===== src/rtl/period_meter_pkg.sv =====
// Shared types and constants for the period meter and its input synchroniser.
package period_meter_pkg;

  typedef enum logic [1:0] {
    IDLE    = 2'd0,
    ARM     = 2'd1,
    MEASURE = 2'd2,
    STALL   = 2'd3
  } pm_state_t;

  localparam int CNT_W_DEFAULT   = 32;
  localparam int SYNC_STAGES_MIN = 2;

endpackage


===== src/rtl/period_meter_sync_edge_detect.sv =====
// Multi-flop synchroniser for an asynchronous level, with single-cycle rise/fall pulses.
module sync_edge_detect
  import period_meter_pkg::*;
#(
  parameter int STAGES = SYNC_STAGES_MIN
) (
  input  logic clock,
  input  logic reset_n,
  input  logic d,
  output logic s_sync,
  output logic rise,
  output logic fall
);

  // Fewer than two stages gives no metastability margin, so clamp upward.
  localparam int NS = (STAGES < SYNC_STAGES_MIN) ? SYNC_STAGES_MIN : STAGES;

  logic [NS-1:0] chain_q;
  logic [NS-1:0] chain_d;
  logic          prev_q;
  logic          prev_d;

  always_comb begin
    chain_d = {chain_q[NS-2:0], d};
    prev_d  = chain_q[NS-1];
  end

  always_ff @(posedge clock or negedge reset_n) begin
    if (!reset_n) begin
      chain_q <= '0;
      prev_q  <= 1'b0;
    end else begin
      chain_q <= chain_d;
      prev_q  <= prev_d;
    end
  end

  assign s_sync = chain_q[NS-1];
  assign rise   = s_sync & ~prev_q;
  assign fall   = ~s_sync & prev_q;

endmodule


===== src/rtl/period_meter.sv =====
// Measures the period of a slow square wave in system-clock cycles.
// Define DUTY_MEASURE_EN to also capture the high time of each period.
module period_meter
  import period_meter_pkg::*;
#(
  parameter int CNT_W       = CNT_W_DEFAULT,
  parameter int SYNC_STAGES = 2
) (
  input  logic             clock,
  input  logic             reset_n,
  input  logic             enable,
  input  logic             sig_in,
  output logic [CNT_W-1:0] period,
  output logic [CNT_W-1:0] high_time,
  output logic             valid,
  output logic             timeout
);

  localparam logic [CNT_W-1:0] CNT_MAX = '1;
  localparam logic [CNT_W-1:0] CNT_ONE = CNT_W'(1);

  logic s_sync;
  logic rise;
  logic fall;

  sync_edge_detect #(
    .STAGES (SYNC_STAGES)
  ) u_sync (
    .clock   (clock),
    .reset_n (reset_n),
    .d       (sig_in),
    .s_sync  (s_sync),
    .rise    (rise),
    .fall    (fall)
  );

  pm_state_t        state_q, state_d;
  logic [CNT_W-1:0] cnt_q, cnt_d;
  logic [CNT_W-1:0] period_q, period_d;
  logic             valid_q, valid_d;
  logic             timeout_q, timeout_d;

`ifdef DUTY_MEASURE_EN
  logic [CNT_W-1:0] hcnt_q, hcnt_d;
  logic [CNT_W-1:0] high_q, high_d;
  logic             unused_fall;
  assign unused_fall = fall;
`else
  logic             unused_sync;
  assign unused_sync = ^{fall, s_sync};
`endif

  always_comb begin
    state_d   = state_q;
    cnt_d     = cnt_q;
    period_d  = period_q;
    valid_d   = 1'b0;
    timeout_d = timeout_q;
`ifdef DUTY_MEASURE_EN
    hcnt_d    = hcnt_q;
    high_d    = high_q;
`endif
    // Disable overrides everything, including a rise in the same cycle.
    if (!enable) begin
      state_d = IDLE;
      cnt_d   = '0;
`ifdef DUTY_MEASURE_EN
      hcnt_d  = '0;
`endif
    end else begin
      case (state_q)
        IDLE: begin
          state_d = ARM;
          cnt_d   = '0;
        end
        ARM, STALL: begin
          if (rise) begin
            state_d = MEASURE;
            cnt_d   = CNT_ONE;
`ifdef DUTY_MEASURE_EN
            hcnt_d  = CNT_ONE;
`endif
          end
        end
        MEASURE: begin
          if (rise) begin
            period_d  = cnt_q;
            valid_d   = 1'b1;
            timeout_d = 1'b0;
            cnt_d     = CNT_ONE;
`ifdef DUTY_MEASURE_EN
            high_d    = hcnt_q;
            hcnt_d    = CNT_ONE;
`endif
          end else if (cnt_q == CNT_MAX
`ifdef DUTY_MEASURE_EN
                       || hcnt_q == CNT_MAX
`endif
                      ) begin
            timeout_d = 1'b1;
            state_d   = STALL;
          end else begin
            cnt_d  = cnt_q + CNT_ONE;
`ifdef DUTY_MEASURE_EN
            hcnt_d = hcnt_q + CNT_W'(s_sync);
`endif
          end
        end
        default: state_d = IDLE;
      endcase
    end
  end

  always_ff @(posedge clock or negedge reset_n) begin
    if (!reset_n) begin
      state_q   <= IDLE;
      cnt_q     <= '0;
      period_q  <= '0;
      valid_q   <= 1'b0;
      timeout_q <= 1'b0;
`ifdef DUTY_MEASURE_EN
      hcnt_q    <= '0;
      high_q    <= '0;
`endif
    end else begin
      state_q   <= state_d;
      cnt_q     <= cnt_d;
      period_q  <= period_d;
      valid_q   <= valid_d;
      timeout_q <= timeout_d;
`ifdef DUTY_MEASURE_EN
      hcnt_q    <= hcnt_d;
      high_q    <= high_d;
`endif
    end
  end

  assign period  = period_q;
  assign valid   = valid_q;
  assign timeout = timeout_q;
`ifdef DUTY_MEASURE_EN
  assign high_time = high_q;
`else
  assign high_time = '0;
`endif

endmodule

===== config.mk =====
export PLATFORM = sky130hd
export DESIGN_NAME = period_meter
export DESIGN_NICKNAME = d
export VERILOG_FILES = /design/src/rtl/period_meter_pkg.sv /design/src/rtl/period_meter_sync_edge_detect.sv /design/src/rtl/period_meter.sv
export SDC_FILE = /design/constraint.sdc
export NUM_CORES = 1
export LEC_CHECK = 0
export ABC_CLOCK_PERIOD_IN_PS = 2800
export BUFFER_PORTS_ARGS = -buffer_cell sky130_fd_sc_hd__buf_2
export CORE_ASPECT_RATIO = 1.1
export CORE_MARGIN = 8
export CORE_UTILIZATION = 55
export DETAILED_ROUTE_END_ITERATION = 7
export GPL_TIMING_DRIVEN = 0
export PLACE_DENSITY = 0.85
export SYNTH_ARGS = -nofsm -noshare
export SYNTH_HDL_FRONTEND = slang
export SYNTH_SLANG_ARGS = --single-unit

===== constraint.sdc =====
create_clock -name clock -period 2.8 [get_ports clock]
set_input_delay 0.56 -clock clock [delete_from_list [all_inputs] [get_ports clock]]
set_output_delay 0.56 -clock clock [all_outputs]
set_load 0.05 [all_outputs]

* Word level (Yosys, flattened, before mapping) *
Index checks and enable logic that the tools add are counted.
W data, S select, Z words.

word-level totals
  input bits = 4
  register bits after elaboration = 71

cells by class
  add/sub/neg operators = 1
  mux-type cells = 15
  bitwise gates (word level) = 2
  reduce and logical (&&, ||, !) cells = 7
  equality and inequality tests = 8

operators by type and width
  operator                 count
  $mux W32                 4
  $pmux W32 S3             1
  $add A32 B1 Y32 const B  1
  $eq A32 B32 Y1 const B   1
  $ne A3 B3 Y1 const B     3
  $reduce_and A3 Y1        3
  $mux W2                  4
  $pmux W2 S3              1
  $mux W1                  5
  $eq A2 B2 Y1 const B     2
  $ne A4 B4 Y1 const B     1
  $eq A2 B1 Y1 const B     1
  $logic_not A2 Y1         1
  $reduce_and A2 Y1        1
  $reduce_bool A2 Y1       1
  $reduce_or A2 Y1         1
  $and A1 B1 Y1            1
  $not A1 Y1               1

* Depth between registers and ports, before layout *
  word-level depth = 5
  depth in mapped cells = 7

* Modules after synthesis *
From an unflattened synthesis, not the netlist that was laid out.

unflattened totals
  cells, all modules = 338
  area total of the unflattened synthesis = 3666.0 sq um

modules (own cells, without submodules)
  module            area each (sq um)  times used  seq. area each (sq um)  cells each
  period_meter      3575.9             1           1701.6                  333
  sync_edge_detect  90.1               1           75.1                    5

* Worst setup path after synthesis *
OpenSTA, ideal clock, no wires.

  kind = flip-flop to flip-flop
  from = register cnt_q[5]
  to = register cnt_q[22]
  path slack = 0.616 ns
  arrival = 2.106 ns
  stages on the path, launching flop included = 6
  path through = dfrtp_1 nand4_4 or4_4 or4_4 or3_1 a21oi_1

on the way
  word-level cells in the longest chain between the ends = 5
  elaborated cells between the ends (all ways) = 8
  those cells by class = add/sub (1); eq/ne (2); mux (4); reduce/logical (1)

ends and longest elaborated chain
  item                    line                 RTL
  start, declared         period_meter.sv:38   logic [CNT_W-1:0] cnt_q, cnt_d;
  start signal, assigned  period_meter.sv:127  cnt_q <= cnt_d;
  $add A32 B1 Y32         period_meter.sv:103  cnt_d = cnt_q + CNT_ONE;
  $mux W32                period_meter.sv:95   end else if (cnt_q == CNT_MAX
  $mux W32                period_meter.sv:86   if (rise) begin
  $pmux W32 S3            period_meter.sv:71   case (state_q)
  $mux W32                period_meter.sv:64   if (!enable) begin

Several ways; a longest one is shown, not always the timed one. The select of a mux whose other input is x is not followed.
A chain may end at the register's enable or synchronous reset.

* Worst setup path in the final report *
  from = register cnt_q[5]
  to = register cnt_q[29]

The elaborated chain is that of the path after synthesis.

==> reports/qor_table.md <==
| Group | Item | This run |
|---|---|---|
| run status | Result of the run | finished, final reports clean |
| logic synthesis | Simple-gate portion of the synthesized area | 18.73% |
| logic synthesis | Post-synth cell types | 43 |
| logic synthesis | Post-synthesis register bit count | 71 |
| logic synthesis | Count of flip-flops with a built-in enable after synthesis | 0 |
| sta | Maximum clock frequency | 383.1 MHz |
| sta | Setup repair after global routing missed its margin | false |
| sta | Min Clock Period, post-route | 2.610 ns |
| critical path | Arr. time, crit path | 2.83 ns |
| global routing | Number of global-route vias before repair | 2864 |
| cells and area | Fraction of final layout cells sized beyond drive strength 1 | 29.81% |
| sta | Slew @ Worst Pin | 0.8695 ns |
| clock tree | Later-pin clock latency in the skew report | 0.35 ns |
| global routing | Pin count of the biggest net entering global routing | 72 |
| logic synthesis | Synth Area in Adders | 0.3501% |
| logic synthesis | Combinational family with the most area after synthesis | simple AND/OR/NAND/NOR gates |
| logic synthesis | Share of flip-flops with an asynchronous set or reset after synthesis | 100.0% |
| hold path | Hold Crit Class | primary input to flop |
| global routing | Overflow after GRT | 0 |
| cells and area | Commonest cells after routing, fill and taps aside | dfrtp_1, buf_2, buf_4 |
| clock tree | Clock buffers created by TritonCTS | 9 |
| cells and area | Ant diodes | 0 |
| sta | Final hold violation count | 0 |
| floorplan | Standard-cell rows | 31 |
| clock tree | Clock tree root driver cell | clkbuf_8 |
| sta | Hold WS | 0.3102 ns |
| route | 1st-iter DRT viols | 160 |
| sta | Setup-failing EPs final | 0 |
| route | Post-route ant nets | 0 |
| sta | Fin crit share | 93.22% |
| floorplan | Die span in y | 100.5 µm |
| critical path | Path type of the worst setup path | flop to flop |
| route | Remaining design rule violation count | 0 |
| placement | Routability-driven placement congestion ratio | 0.9039 |
| cells and area | Multi-input gate area | 0.001624 mm² |
| clock tree | Hold_buf cts | 0 |
| critical path | CP endpoint kind | flop |
| placement | IO buf count | 36 |
| floorplan | Number of top-level design ports | 70 |
| critical path | Worst path cell trace | nand4_4, nor4_2, and4_1, clkbuf_1, nor4_1, mux2i_1 |
| sta | Clock skew after layout | 0.006527 ns |
| route | Per-cell routed wire length | 16.25 µm |
| critical path | Crit-path leading delay family | simple AND/OR/NAND/NOR gates |
| cells and area | Most common library cell in the layout ignoring fill and taps | dfrtp_1 |
| clock tree | Number of sinks handled by clock tree synthesis | 71 |
| critical path | Highest cell delay on the worst timing path | 0.67 ns |
| logic synthesis | Portion of netlist area occupied by mux cells | 11.76% |
| flow run | Max cap viols | 0 |
| clock tree | Clock-pin slew of the registers on the worst-case setup and hold paths | 0.07 ns |
| clock tree | Clock tree from TritonCTS | done |
| logic synthesis | Post-synthesis xor/xnor area fraction | 1.225% |
| global routing | First-pass GRT wire length | 13570 µm |
| sta | Final Max Slew Viols | 0 |
| logic synthesis | Synthesized area divided by synthesized cell count | 10.73 µm² |
| sta | Sum Neg Setup Slack | 0 ns |
| global routing | Total track usage | 18.19% |
| floorplan | Area of the core region | 0.006439 mm² |
| pwr | Post-layout total power | 0.002094 W |
| cells and area | P&R area growth vs syn | 17.33% |
| route | Total length of routed wires | 8091 µm |
| critical path | Critical Path Start Type | flop |
| clock tree | Clock H-tree levels | 3 |
| logic synthesis | Share of the yosys chip area belonging to registers | 49.72% |
| cells and area | Number of nets in the finished design | 416 |
| critical path | Maximum fanout along the worst path | 10 |
| route | Via density | 5.548 |
| floorplan | Effective utilization at floorplan | 55.50% |
| floorplan | Die ar. | 0.009336 mm² |
| critical path | Crit path buffers/inverters | 1 |
| logic synthesis | Most used DFF post-synth | dfrtp_1 |
| sta | Max-Slew Margin vs Limit | 42.03% |
| critical path | Critical path's slowest cell | nor4_2 |
| logic synthesis | Number of warnings issued by yosys | 0 |
| logic synthesis | Synthesized-area fraction occupied by ao, oa, aoi and oai cells | 9.769% |
| cells and area | Sequential cell area in the final layout | 0.001777 mm² |
| pwr | Leakage dissipation | 1.980 nW |
| pwr | Worst VDD drop | 0.3576 mV |
| floorplan | DIE WIDTH | 92.86 µm |
| cells and area | Number of inserted filler cells in the final layout | 537 |
| pwr | Total power density per cell area | 499.3 mW/mm² |
| route | Number of detailed-route iterations in the first pass | 4 |
| logic synthesis | Post-synth design cell area | 0.003573 mm² |
| global routing | Initial antenna violation count | 0 |
| logic synthesis | Post-Synthesis Cells | 333 |
| placement | DP Wirelength | 5887 µm |
| clock tree | Max clock buf depth | 2 |
| critical path | Worst path required time | 3.02 ns |
| route | Number of vias after detailed routing | 2763 |
## report_power, final
part           switching, W  internal, W  total (W)
combinational      0.000158    0.0000476   0.000206
sequential       0.00000800      0.00103    0.00104
clock              0.000366     0.000482   0.000847
## state kept, by name, indices dropped and copies added, names as in the netlist
register / flops
cnt_q: 32
period: 32
state_q: 2
timeout: 1
u_sync.chain_q: 2
u_sync.prev_q: 1
valid: 1
## synth_stat cells (all sizes together) (2+ instances only)
cell / instances / area, µm²
dfrtp: 71 / 1777
buf: 32 / 240.2
mux2: 32 / 360.4
nand2: 20 / 75.07
a21oi: 19 / 95.09
nand4: 16 / 115.1
nor2: 14 / 52.55
o21ai: 14 / 70.07
or4: 14 / 112.6
clkbuf: 12 / 46.29
nand3: 12 / 60.06
o31ai: 12 / 90.09
nand2b: 8 / 50.05
mux2i: 6 / 60.06
or3: 6 / 37.54
nor3: 4 / 20.02
nor4: 4 / 37.53
xnor2: 4 / 35.03
a211oi: 3 / 22.52
a31oi: 3 / 18.77
and4: 3 / 26.28
inv: 3 / 11.26
or2: 3 / 18.77
a2111oi: 2 / 17.52
and3: 2 / 12.51
nor2b: 2 / 12.51
## cells by family after synthesis
logic type / count (synthesis)
xor+xnor: 5
other cells: 1
fa+ha+maj: 1
compound gates: 57
simple gates: 113
mux: 38
flops: 71
buf+inv: 47
## layout make-up
type                    count  share of cell area (%)
plain buffers              44                   6.834
repair buffers             36                   4.357
inverters                   3                  0.2686
clock inverters             3                  0.9549
clock buffers              13                   4.029
well taps                  82                   2.447
flip-flops and latches     71                   42.38
multi-input cells         246                   38.73
## per-layer routing
metal  global-route usage [%]  wire [µm]
met1                    20.59       3295
met2                    29.74       4058
met3                    5.216        522
met4                    11.04        214
met5                        0          0
## worst paths after layout
check / to / start / slack (ns) / cells after the start
max: cnt_q[29] / cnt_q[5] / 0.19 / 6
min: u_sync.chain_q[0] / sig_in / 0.31 / 1
max reg2reg: cnt_q[29] / cnt_q[5] / 0.19 / 6
min reg2reg: u_sync.chain_q[1] / u_sync.chain_q[0] / 0.35 / 0
max in group asynchronous: cnt_q[17] / reset_n / 1.91 / 1
min in group asynchronous: period[4] / reset_n / 0.33 / 1
## metrics by stage
step / cell area [µm²] / instances / worst slack [ns] / util (%)
after floorplan: 3690 / 364 / 0.6161 / -
after global placement: 3973 / 482 / 0.09839 / 61.70
after detailed placement: 3975 / 482 / 0.07389 / 61.74
after CTS: 4184 / 498 / 0.02421 / 64.98
after global routing: 4193 / 498 / 0.01856 / 65.12
final: 4193 / 498 / 0.1898 / 65.12
## repair_timing
item / in CTS / in global routing
setup buffers: 0 / 0
endpoints found under the setup margin: 0 / 8
resized for setup: 0 / 1
(Power assumes the default switching activity.)
